<file path="config.mk">
export PLATFORM = sky130hd
export DESIGN_NAME = me_iddmm_sched
export DESIGN_NICKNAME = d
export VERILOG_FILES = /design/src/rtl/me_sched_pkg.sv /design/src/rtl/rr_arb2.sv /design/src/rtl/me_iddmm_sched.sv
export SDC_FILE = /design/constraint.sdc
export NUM_CORES = 1
export LEC_CHECK = 0
export BUFFER_PORTS_ARGS = -buffer_cell sky130_fd_sc_hd__buf_2
export CAP_MARGIN = 10
export CORE_AREA = 2 2 404 406
export CTS_CLUSTER_SIZE = 24
export DETAILED_ROUTE_END_ITERATION = 10
export DIE_AREA = 0 0 406 408
export MAX_ROUTING_LAYER = met4
export SLEW_MARGIN = 20
export SYNTH_ARGS = -nofsm -noshare
export SYNTH_HDL_FRONTEND = slang
export SYNTH_SLANG_ARGS = --single-unit
</file>
<file path="constraint.sdc">
create_clock -name clk -period 2.6 [get_ports clk]
set_input_delay 0.26 -clock clk [delete_from_list [all_inputs] [get_ports clk]]
set_output_delay 0.26 -clock clk [all_outputs]
set_load 0.1 [all_outputs]
</file>
<file path="src/rtl/me_sched_pkg.sv">
// rtl/me_sched_pkg.sv - shared state encoding and default sizing for the engine scheduler
package me_sched_pkg;

    typedef enum logic [2:0] {
        IDLE,
        START,
        GAP,
        LOAD,
        PAD,
        WAIT,
        DRAIN
    } state_e;

    localparam int unsigned DEF_K         = 128;
    localparam int unsigned DEF_N         = 32;
    localparam int unsigned DEF_START_GAP = 10;

endpackage

</file>
<file path="src/rtl/rr_arb2.sv">
// rtl/rr_arb2.sv - two-way round-robin arbiter, pointer moves away from the finished requester
module rr_arb2 (
    input  logic       clk,
    input  logic       rst,
    input  logic [1:0] req,
    input  logic       done,
    input  logic       done_idx,
    output logic [1:0] grant
);

    logic ptr_q, ptr_d;

    always_comb begin
        ptr_d = ptr_q;
        if (done) begin
            ptr_d = ~done_idx;
        end
    end

    always_ff @(posedge clk) begin
        if (rst) begin
            ptr_q <= 1'b0;
        end else begin
            ptr_q <= ptr_d;
        end
    end

    // A lone request always wins; the pointer only breaks ties.
    always_comb begin
        grant = 2'b00;
        case (req)
            2'b01:   grant = 2'b01;
            2'b10:   grant = 2'b10;
            2'b11:   grant = ptr_q ? 2'b10 : 2'b01;
            default: grant = 2'b00;
        endcase
    end

endmodule

</file>
<file path="src/rtl/me_iddmm_sched.sv">
// rtl/me_iddmm_sched.sv - two-requester scheduler feeding the shared modular-exponentiation engine
module me_iddmm_sched
    import me_sched_pkg::*;
#(
    parameter int unsigned K         = DEF_K,
    parameter int unsigned N         = DEF_N,
    parameter int unsigned START_GAP = DEF_START_GAP
) (
    input  logic           clk,
    input  logic           rst,
    input  logic [1:0]     req,
    output logic [1:0]     gnt,
    input  logic [2*K-1:0] rq_x,
    input  logic [2*K-1:0] rq_y,
    input  logic [1:0]     rq_valid,
    output logic [1:0]     rq_ready,
    output logic           me_rst_n,
    output logic           me_start,
    output logic [K-1:0]   me_x,
    output logic [K-1:0]   me_y,
    output logic           me_x_valid,
    output logic           me_y_valid,
    input  logic [K-1:0]   me_result,
    input  logic           me_valid,
    output logic [K-1:0]   rsp_data,
    output logic [1:0]     rsp_valid,
    output logic           rsp_last,
    output logic           busy,
    output logic           err
);

    localparam int unsigned CW = $clog2(N + 1);
    localparam int unsigned GW = (START_GAP > 1) ? $clog2(START_GAP) : 1;

    state_e         state_q, state_d;
    logic [1:0]     gnt_q, gnt_d;
    logic [CW-1:0]  wcnt_q, wcnt_d;
    logic [CW-1:0]  rcnt_q, rcnt_d;
    logic [GW-1:0]  gap_q, gap_d;
    logic [K-1:0]   mx_q, mx_d, my_q, my_d;
    logic           mv_q, mv_d;
    logic [K-1:0]   rsp_q, rsp_d;
    logic [1:0]     rspv_q, rspv_d;
    logic           last_q, last_d;
    logic           err_q, err_d;

    logic [1:0]     arb_gnt;
    logic           g;
    logic           done;
    logic [K-1:0]   sel_x, sel_y;

    assign g     = gnt_q[1];
    assign sel_x = g ? rq_x[2*K-1:K] : rq_x[K-1:0];
    assign sel_y = g ? rq_y[2*K-1:K] : rq_y[K-1:0];

    rr_arb2 u_arb (
        .clk      (clk),
        .rst      (rst),
        .req      (req),
        .done     (done),
        .done_idx (g),
        .grant    (arb_gnt)
    );

    always_comb begin
        state_d = state_q;
        gnt_d   = gnt_q;
        wcnt_d  = wcnt_q;
        rcnt_d  = rcnt_q;
        gap_d   = gap_q;
        mx_d    = '0;
        my_d    = '0;
        mv_d    = 1'b0;
        rsp_d   = rsp_q;
        rspv_d  = 2'b00;
        last_d  = 1'b0;
        err_d   = err_q;
        done    = 1'b0;

        // Results outside the collection window are dropped but remembered.
        if (me_valid && (state_q != WAIT) && (state_q != DRAIN)) begin
            err_d = 1'b1;
        end

        case (state_q)
            IDLE: begin
                if (|req) begin
                    gnt_d   = arb_gnt;
                    state_d = START;
                end
            end
            START: begin
                gap_d   = '0;
                state_d = GAP;
            end
            GAP: begin
                if (gap_q == GW'(START_GAP - 1)) begin
                    wcnt_d  = '0;
                    state_d = LOAD;
                end else begin
                    gap_d = gap_q + 1'b1;
                end
            end
            LOAD: begin
                if (rq_valid[g]) begin
                    mx_d   = sel_x;
                    my_d   = sel_y;
                    mv_d   = 1'b1;
                    wcnt_d = wcnt_q + 1'b1;
                    if (wcnt_q == CW'(N - 1)) begin
                        state_d = PAD;
                    end
                end
            end
            PAD: begin
                // Zero top word; the engine expects N+1 operand words.
                mv_d    = 1'b1;
                rcnt_d  = '0;
                state_d = WAIT;
            end
            WAIT, DRAIN: begin
                // Hold DRAIN one extra cycle so the grant stays up alongside rsp_last.
                if ((state_q == DRAIN) && (rcnt_q == CW'(N))) begin
                    done    = 1'b1;
                    gnt_d   = 2'b00;
                    state_d = IDLE;
                end else if (me_valid) begin
                    rsp_d   = me_result;
                    rspv_d  = gnt_q;
                    last_d  = (rcnt_q == CW'(N - 1));
                    rcnt_d  = rcnt_q + 1'b1;
                    state_d = DRAIN;
                end
            end
            default: state_d = IDLE;
        endcase
    end

    always_ff @(posedge clk) begin
        if (rst) begin
            state_q <= IDLE;
            gnt_q   <= 2'b00;
            wcnt_q  <= '0;
            rcnt_q  <= '0;
            gap_q   <= '0;
            mx_q    <= '0;
            my_q    <= '0;
            mv_q    <= 1'b0;
            rsp_q   <= '0;
            rspv_q  <= 2'b00;
            last_q  <= 1'b0;
            err_q   <= 1'b0;
        end else begin
            state_q <= state_d;
            gnt_q   <= gnt_d;
            wcnt_q  <= wcnt_d;
            rcnt_q  <= rcnt_d;
            gap_q   <= gap_d;
            mx_q    <= mx_d;
            my_q    <= my_d;
            mv_q    <= mv_d;
            rsp_q   <= rsp_d;
            rspv_q  <= rspv_d;
            last_q  <= last_d;
            err_q   <= err_d;
        end
    end

    assign gnt        = gnt_q;
    assign rq_ready   = (state_q == LOAD) ? gnt_q : 2'b00;
    assign me_rst_n   = !rst;
    assign me_start   = (state_q == START);
    assign me_x       = mx_q;
    assign me_y       = my_q;
    assign me_x_valid = mv_q;
    assign me_y_valid = mv_q;
    assign rsp_data   = rsp_q;
    assign rsp_valid  = rspv_q;
    assign rsp_last   = last_q;
    assign busy       = (state_q != IDLE);
    assign err        = err_q;

endmodule
</file>
# [Yosys cells after proc, flatten, opt, wreduce, memory -nomap -nowiden]
# Index checks and enable logic that the tools add are counted.
# W data, S select, Z words.
[word_totals] regBits=411 in_bits=647 wordCells=96
[classes] add_sub_neg=3 n_lt_le_gt_ge=1 n_eq_ne=24 n_mux=29 bitwise=6 n_reduce_logical=20
[op_table] op="$mux W128" n=2
[op_table] op="$mux W6" n=4
[op_table] op="$pmux W6 S2" n=2
[op_table] op="$mux W3" n=6
[op_table] op="$pmux W3 S6" n=1
[op_table] op="$ne A2 B2 Y1 const B" n=8
[op_table] op="$add A6 B1 Y6 const B" n=2
[op_table] op="$eq A6 B5 Y1 const B" n=2
[op_table] op="$reduce_and A3 Y1" n=4
[op_table] op="$eq A3 B3 Y1 const B" n=3
[op_table] op="$ne A3 B3 Y1 const B" n=3
[op_table] op="$mux W2" n=4
[op_table] op="$pmux W4 S2" n=1
[op_table] op="$reduce_bool A2 Y1" n=4
[op_table] op="$eq A3 B2 Y1 const B" n=2
[op_table] op="$eq A6 B6 Y1 const B" n=1
[op_table] op="$not A1 Y1" n=6
[op_table] op="$pmux W2 S3" n=1
[op_table] op="$mux W1" n=5
[op_table] op="$reduce_and A5 Y1" n=1
[op_table] op="$add A4 B1 Y4 const B" n=1
[op_table] op="$eq A2 B2 Y1 const B" n=2
[op_table] op="$eq A4 B4 Y1 const B" n=1
[op_table] op="$mux W4" n=1
[op_table] op="other kinds (13)" n=16

# [Depth between registers and ports, before layout]
# Gate-level depths: netlist of the first run.
[depth] depth_word=4 depth_mapped=10 ltp_nobuf=7

# [Cells and area by module]
# Synthesis of the first run repeated with hierarchy kept, for this count alone.
[hier_totals] hier_cells=1553 area_unflattened_um2=14674.1
[modules_own_cells] module="me_iddmm_sched" n_inst=1 cells_per_inst=1547 area_per_inst_um2=14619.0 seq_area_each_um2=8207.9
[modules_own_cells] module="rr_arb2" n_inst=1 cells_per_inst=6 area_per_inst_um2=55.1 seq_area_each_um2=20.0

# [Worst setup path before layout of the first run]
# Ideal clock, no wire load.
[synth_path] path_kind="flip-flop to flip-flop" from="reg state_q[1]" to="reg gap_q[3]" setup_ps=250 arrival_time_ps=3598 required_time_ps=2350 setup_slack_ps=-1248 stages_incl_launch_ff=7 n_path_buf=1 period_less_slack_ps=3848 path_cell_list="dfxtp_1 -> clkbuf_1 -> nor3b_1 -> o21bai_1 -> nand4_1 -> xor2_1 -> nor3_1"
[synth_via] elab_chain_len=3 word_cells_on_any_way=6
[synth_rtl] element="start, declared" line_no="me_iddmm_sched.sv:35" source="state_e state_q, state_d;"
[synth_rtl] element="start signal, assigned" line_no="me_iddmm_sched.sv:154" source="state_q <= state_d;"
[synth_rtl] element="$eq A3 B1 Y1 *"
[synth_rtl] element="named net me_start" line_no="me_iddmm_sched.sv:18" source="output logic me_start,"
[synth_rtl] element="$reduce_bool A2 Y1 (no source line)"
[synth_rtl] element="$reduce_and A2 Y1 (no source line)"
[synth_rtl] element="end signal, assigned" line_no="me_iddmm_sched.sv:158" source="gap_q <= gap_d;"
[synth_rtl] element="end, declared" line_no="me_iddmm_sched.sv:39" source="logic [GW-1:0] gap_q, gap_d;"
# Mark *: on every way through the listed nets, which the timed path passes. The rest lies on a longest branch.
# A chain may end at the register's enable or synchronous reset.

# [Worst setup path after layout of the first run]
[layout_path] from="reg state_q[1]" to="out rq_ready[1]"
[layout_via] elab_chain_len=2
[layout_rtl] element="$eq A3 B2 Y1" line_no="me_iddmm_sched.sv:170" source="assign rq_ready = (state_q == LOAD) ? gnt_q : 2'b00;"
[layout_rtl] element="$mux W2" line_no="me_iddmm_sched.sv:170"
[layout_rtl] element="end, declared" line_no="me_iddmm_sched.sv:16" source="output logic [1:0] rq_ready,"
# No other way between the ends.

==> flow_metrics.py, run 1 <==
metrics = {
    "outcome": {
        "status": "finished, final reports clean",
    },
    "timing": {
        "slew_headroom_pct": 27.3,
        "timing.final.crit_share_pct": 93.9,
        "final-hold-violation-count": 0,
        "worst-slew-pin-transition_ns": 1.09,
        "timing.setup.tns_ns": 0,
        "number_of_max_slew_violations_in_the_final_report": 0,
        "setup_viol": 0,
        "clock.fmax_ghz": 0.410,
        "hold_ws_ns": 0.0458,
        "setup_slack_ns": 0.158,
        "grt_setup_unrepaired": "false",
        "finalWorstPathRequiredPeriod_ns": 2.44,
        "finClkSkew_ns": 0.0326,
    },
    "power_and_ir_drop": {
        "pwr-share-clk_pct": 40.0,
        "power_per_cell_area_nw_per_um2": 596,
        "power_leakage_nw": 13.5,
        "vdd_drop_max_v": 0.000490,
        "swShare_pct": 31.0,
        "netSwitchingPower_mw": 5.85,
        "power.internal_mw": 13.0,
        "comb_power_share_pct": 25.4,
        "sequentialPowerShare_pct": 34.5,
        "design_power_total_mw": 18.9,
    },
    "critical_path": {
        "endpoint": "rq_ready[1]",
        "crit_path_start": "state_q[1]",
        "crit_path_start_kind": "flop",
        "timing.critical_path.arrival_ns": 2.18,
        "critical_path.reg2reg.endpoint": "me_x[117]",
        "rr_worst_depth": 5,
        "r2r-start": "gnt[1]",
        "path_max_fanout": 14,
        "required_ns": 2.34,
        "criticalPathCategory": "reg2out",
        "r2r_setup_slack_ns": 0.18,
        "timing.critical_path.to_type": "output port",
    },
    "cells_and_area": {
        "syn_to_final_growth_pct": 104,
        "layout.core_utilization_pct": 19.6,
        "post_route_cells_drive_above_1_share_pct": 42.5,
        "post_layout_nonfiller_instances": 5528,
        "finish.instance_area_sq_um": 31700,
        "nFillCells": 17600,
        "fin_nets": 3879,
    },
    "logic_synthesis": {
        "mappedNetlistArea_sq_um": 15500,
        "yosys-top-cells-area": "dfxtp_1, mux2i_1, nor2_1",
        "synth-seq-cells": 411,
        "synthDominantAreaCellType": "dfxtp_1",
        "async_reset_ff_share_pct": 0,
        "synth-seq-area-share_pct": 53.0,
        "syn_nets": 2209,
        "ys.warnings.count": 0,
        "ys_dominant_reg_cell": "dfxtp_1",
        "netlist-cell-type-count": 49,
        "post_synth_inst_count": 1557,
        "synth_top_area_share_pct": 53.0,
        "synth_enable_flop_cells": 0,
        "synthesis.area_per_instance_sq_um": 9.98,
    },
    "routing": {
        "via_count": 18800,
        "dr.first_iter.drc_count": 1621,
        "first_pass_iters": 6,
        "detail_route.drc_violations": 0,
        "ant_nets": 0,
        "routedWlPerCell_um": 20.7,
        "drt-total-wl_mm": 115,
        "vias_per_cell": 3.41,
    },
    "global_routing": {
        "overall_routing_resource_usage_pct": 13.4,
        "grt_pass1_vias": 19000,
        "grt_start_max_net_pins": 91,
        "first_pass_grt_wire_length_mm": 148,
        "grt_remaining_overflow": 0,
        "number_of_antenna_violations_at_the_first_check_in_global_routing": 123,
    },
    "clocking": {
        "cts.reportedPaths.clkPinSlew_ns": 0.07,
        "ctsLongestPathBuffers": 3,
        "postCtsSetupBuffers": 0,
        "clkLatencyLatePin_ns": 0.62,
        "tritoncts_num_sinks": 411,
        "cts_htree_levels": 2,
        "cts_tree": "yes",
        "cts_made_buffers": 49,
        "cts_root_buffer": "clkbuf_16",
    },
    "placement": {
        "dpl_cell_area_sq_um": 23300,
        "placement.setup.worst_slack_ns": 0.284,
        "dp_cells": 4720,
        "gp_routability_congestion": 1.00,
        "place_hpwl_mm": 90.5,
        "port_buffers": 1043,
    },
    "floorplan": {
        "num_io_pins": 1044,
        "initial_utilization_pct": 9.61,
        "height_of_the_die_um": 408,
        "placement_rows": 148,
        "core_ar_sq_um": 162000,
        "dieWidth_um": 406,
        "area_enclosed_by_the_die_boundary_sq_um": 166000,
    },
    "job": {
        "max-cap-violations": 0,
    },
    "min_path": {
        "min_path_type": "in2reg",
    },
}
## placed cells by master (no fill, tap or decap), drive strengths merged, types with 2 or more instances in the layout
| cell | count |
|---|---|
| clkbuf | 63 |
| or3 | 4 |
| xor2 | 3 |
| a21oi | 145 |
| nand3 | 7 |
| nor3b | 2 |
| buf | 1099 |
| or3b | 2 |
| nand2 | 267 |
| a211oi | 3 |
| o211ai | 3 |
| or4b | 2 |
| and3 | 6 |
| xnor2 | 4 |
| dfxtp | 411 |
| o211a | 2 |
| o21ai | 9 |
| nor4 | 3 |
| nor3 | 7 |
| nand4 | 3 |
| nor2 | 276 |
| bufinv | 7 |
| inv | 15 |
| dlygate4sd3 | 630 |
| nand2b | 2 |
| diode | 85 |
| nand3b | 2 |
| nor2b | 2 |
| clkinv | 15 |
| mux2i | 257 |
| ha | 5 |
## how the worst min path moves through the flow
stage / from / cells past startpoint / to / slack, ns
after CTS: rq_y[117] / 3 / me_y[117] / 0.008
after global routing: rq_y[244] / 3 / me_y[116] / 0.005
after global placement: rsp_data[5] / 2 / rsp_data[5] / 0.44
after floorplan: me_result[0] / 2 / rsp_data[0] / 0.40
after detailed placement: rsp_data[119] / 2 / rsp_data[119] / 0.45
final: rq_y[244] / 3 / me_y[116] / 0.05
## layout make-up
class                      count  area [sq um]  area share (%)
timing repair buffer        1730         12100            38.3
sequential                   411          8230            26.0
multi-input combinational   1027          6590            20.8
tap                         2175          2720            8.60
clock buffer                  62          1360            4.28
clock inverter                30           400            1.27
antenna                       85           213           0.672
inverter                       8          30.0          0.0949
## power groups by stage
stage | Combinational, mW | Clock, mW | Sequential, mW
floorplan | 1.71 | 0 | 7.23
global placement | 3.49 | 0 | 6.65
detailed placement | 3.51 | 0 | 6.65
CTS | 4.73 | 7.80 | 6.51
global route | 5.07 | 7.96 | 6.53
finish | 4.80 | 7.55 | 6.52
## flip-flops by register name, summed over array words and instances, names as in the netlist
name         flops
err              1
gap_q            4
gnt              2
me_x           128
me_x_valid       1
me_y           128
rcnt_q           6
rsp_data       128
rsp_last         1
rsp_valid        2
state_q          3
u_arb.ptr_q      1
wcnt_q           6
## metal layers
metal / GRT usage [%] / wire [um] / vias to the layer above
met5: - / 0 / -
met4: 6.53 / 5080 / 0
met3: 9.02 / 16100 / 268
met2: 19.1 / 48600 / 1192
met1: 13.9 / 44700 / 8783
li1: - / - / 8587
## kinds of logic (layout without fill, tap and decap cells)
logic type / count (synthesis) / count (layout) / share of synthesized area [%]
other cells: 0 / 85 / 0
buf+inv: 119 / 1830 / 4.78
xor+xnor: 7 / 7 / 0.395
fa+ha+maj: 5 / 5 / 0.403
flops: 411 / 411 / 53.0
simple gates: 588 / 588 / 16.5
compound gates: 169 / 169 / 8.33
mux: 258 / 258 / 16.6
## cells in the mapped netlist, types with 9 or more instances
| cell type | n |
|---|---|
| a21oi_1 | 45 |
| a21oi_2 | 100 |
| buf_12 | 10 |
| buf_2 | 31 |
| buf_6 | 10 |
| clkbuf_1 | 57 |
| dfxtp_1 | 411 |
| mux2i_1 | 257 |
| nand2_1 | 177 |
| nand2_2 | 90 |
| nor2_1 | 276 |
| o21ai_0 | 9 |
## worst max-delay path, stage by stage, from the launching register on
cell and delay (ns):
dfxtp_2 0.51, nor2b_1 0.43, and3_1 0.29, buf_4 0.32
## timing repair
action | in CTS | in global routing
hold endpoints to repair | 382 | 0
gates cloned | 0 | 1
pin swaps | 0 | 0
hold buffers | 630 | 0
endpoints found under the setup margin | 2 | 5
resized for setup | 3 | 1
No activity file was read; power rests on OpenSTA's default activity.
==> run 2: changes to the inputs <==
- PLACE_DENSITY: not set -> 0.36
==> flow_metrics.py, run 2 (same netlist as run 1, synthesis figures left out) <==
metrics = {
    "floorplan": {
        "area_enclosed_by_the_die_boundary_sq_um": 166000,
        "core_ar_sq_um": 162000,
        "placement_rows": 148,
        "height_of_the_die_um": 408,
        "num_io_pins": 1044,
        "dieWidth_um": 406,
        "initial_utilization_pct": 9.61,
    },
    "critical_path": {
        "r2r-start": "gnt[1]",
        "critical_path.reg2reg.endpoint": "me_x[28]",
        "r2r_setup_slack_ns": 0.09,
        "path_max_fanout": 102,
        "endpoint": "me_x[28]",
        "rr_worst_depth": 5,
        "criticalPathCategory": "reg2reg",
        "timing.critical_path.arrival_ns": 3.02,
        "crit_path_start": "gnt[1]",
        "required_ns": 3.11,
        "timing.critical_path.to_type": "flop",
        "crit_path_start_kind": "flop",
    },
    "clocking": {
        "tritoncts_num_sinks": 411,
        "cts_made_buffers": 56,
        "ctsLongestPathBuffers": 3,
        "cts_root_buffer": "clkbuf_16",
        "cts_htree_levels": 2,
        "clkLatencyLatePin_ns": 0.65,
        "cts_tree": "yes",
        "cts.reportedPaths.clkPinSlew_ns": 0.06,
    },
    "global_routing": {
        "grt_start_max_net_pins": 103,
        "grt_pass1_vias": 18500,
        "first_pass_grt_wire_length_mm": 144,
        "grt_remaining_overflow": 0,
        "number_of_antenna_violations_at_the_first_check_in_global_routing": 89,
        "overall_routing_resource_usage_pct": 12.8,
    },
    "outcome": {
        "status": "finished, final reports clean",
    },
    "timing": {
        "clock.fmax_ghz": 0.399,
        "final-hold-violation-count": 0,
        "number_of_max_slew_violations_in_the_final_report": 0,
        "timing.final.crit_share_pct": 96.5,
        "worst-slew-pin-transition_ns": 0.862,
        "grt_setup_unrepaired": "true",
        "slew_headroom_pct": 42.6,
        "setup_viol": 0,
        "timing.setup.tns_ns": 0,
        "finalWorstPathRequiredPeriod_ns": 2.51,
        "finClkSkew_ns": 0.0220,
    },
    "placement": {
        "place_hpwl_mm": 87.1,
        "dp_cells": 4703,
        "port_buffers": 1043,
        "gp_routability_congestion": 0.934,
    },
    "power_and_ir_drop": {
        "design_power_total_mw": 19.4,
        "power_leakage_nw": 13.5,
        "pwr-share-clk_pct": 41.4,
        "comb_power_share_pct": 24.9,
        "power_per_cell_area_nw_per_um2": 611,
        "vdd_drop_max_v": 0.000427,
        "sequentialPowerShare_pct": 33.7,
        "swShare_pct": 30.1,
        "netSwitchingPower_mw": 5.85,
        "power.internal_mw": 13.6,
    },
    "routing": {
        "vias_per_cell": 3.24,
        "first_pass_iters": 5,
        "via_count": 17900,
        "routedLengthMet1_mm": 45.6,
        "drt-total-wl_mm": 108,
        "ant_nets": 0,
        "met3WireLength_mm": 10.1,
        "detail_route.drc_violations": 0,
        "top_signal_layer_used": "met4",
        "routedWlPerCell_um": 19.7,
        "dr.first_iter.drc_count": 918,
        "route.met2.wl_mm": 49.6,
    },
    "cells_and_area": {
        "post_layout_nonfiller_instances": 5506,
        "final_cell_mix": "buf_2, dlygate4sd3_1, dfxtp_1",
        "fin_nets": 3877,
        "post_route_cells_drive_above_1_share_pct": 42.0,
        "syn_to_final_growth_pct": 105,
        "mostFrequentLayoutCell": "buf_2",
        "layout.core_utilization_pct": 19.7,
    },
    "job": {
        "max-cap-violations": 0,
    },
    "min_path": {
        "min_path_type": "in2reg",
    },
}
==> run 2: changes by cell type in the layout (fill, tap and decap cells not counted), sizes merged <==
cell and change:
buf -17, bufinv -1, clkbuf +15, clkinv -6, clkinvlp +1, diode -18
dlygate4sd3 +8, dlymetal6s4s +1, inv -5
==> run 2: worst min path at each step <==
stage | to | slack [ns] | from | cells past startpoint
floorplan | rsp_data[0] | 0.40 | me_result[0] | 2
finish | me_y[126] | 0.06 | rq_y[126] | 3
CTS | me_x[68] | 0.003 | rq_x[68] | 3
global route | me_y[126] | 0.008 | rq_y[126] | 3
detailed placement | rsp_data[8] | 0.44 | rsp_data[8] | 2
global placement | rsp_data[16] | 0.44 | rsp_data[16] | 2
==> run 2: power groups by stage <==
stage	sequential (mW)	combinational [mW]	clock, mW
after floorplan	7.23	1.71	0
after global placement	6.67	3.56	0
after detailed placement	6.67	3.54	0
after CTS	6.53	4.88	8.40
after global routing	6.55	5.16	8.60
final	6.54	4.84	8.04
==> run 2: repair_timing <==
item / in CTS / in global routing
setup endpoints to repair: 3 / 20
gates resized for setup: 7 / 3
hold buffers: 639 / 0
setup buffers: 0 / 0
endpoints found under the hold margin: 388 / 0
==> run 2: metrics by stage <==
step                      hold slack (ns)  cell area [sq um]  worst slack (ns)
after floorplan                     0.396              15500             0.285
after global placement              0.439              23300             0.248
after detailed placement            0.443              23300             0.220
after CTS                         0.00262              31600           -0.0329
after global routing              0.00798              31800           -0.0114
final                              0.0600              31800            0.0908
==> run 2: critical path, cell delays in order, from the launching register on <==
cell,delay [ns]
dfxtp_4,0.38
buf_16,0.29
buf_16,0.48
mux2i_1,0.27
dlygate4sd3_1,0.58
nor2_1,0.04
==> run 2: area by class of cell <==
cell class / count / area (sq um)
Antenna cell: 67 / 168
Clock buffer: 78 / 1590
Inverter: 8 / 30.0
Tap cell: 2175 / 2720
Clock inverter: 19 / 290
Fill cell: 18100 / 130000
Multi-Input combinational cell: 1027 / 6590
Timing Repair Buffer: 1721 / 12100
Sequential cell: 411 / 8230
==> run 2: routing by layer <==
| layer | global-route usage, % | vias up |
|---|---|---|
| met5 | - | - |
| met4 | 4.35 | 0 |
| met3 | 5.75 | 161 |
| met2 | 20.2 | 685 |
| met1 | 14.4 | 8450 |
| li1 | - | 8554 |
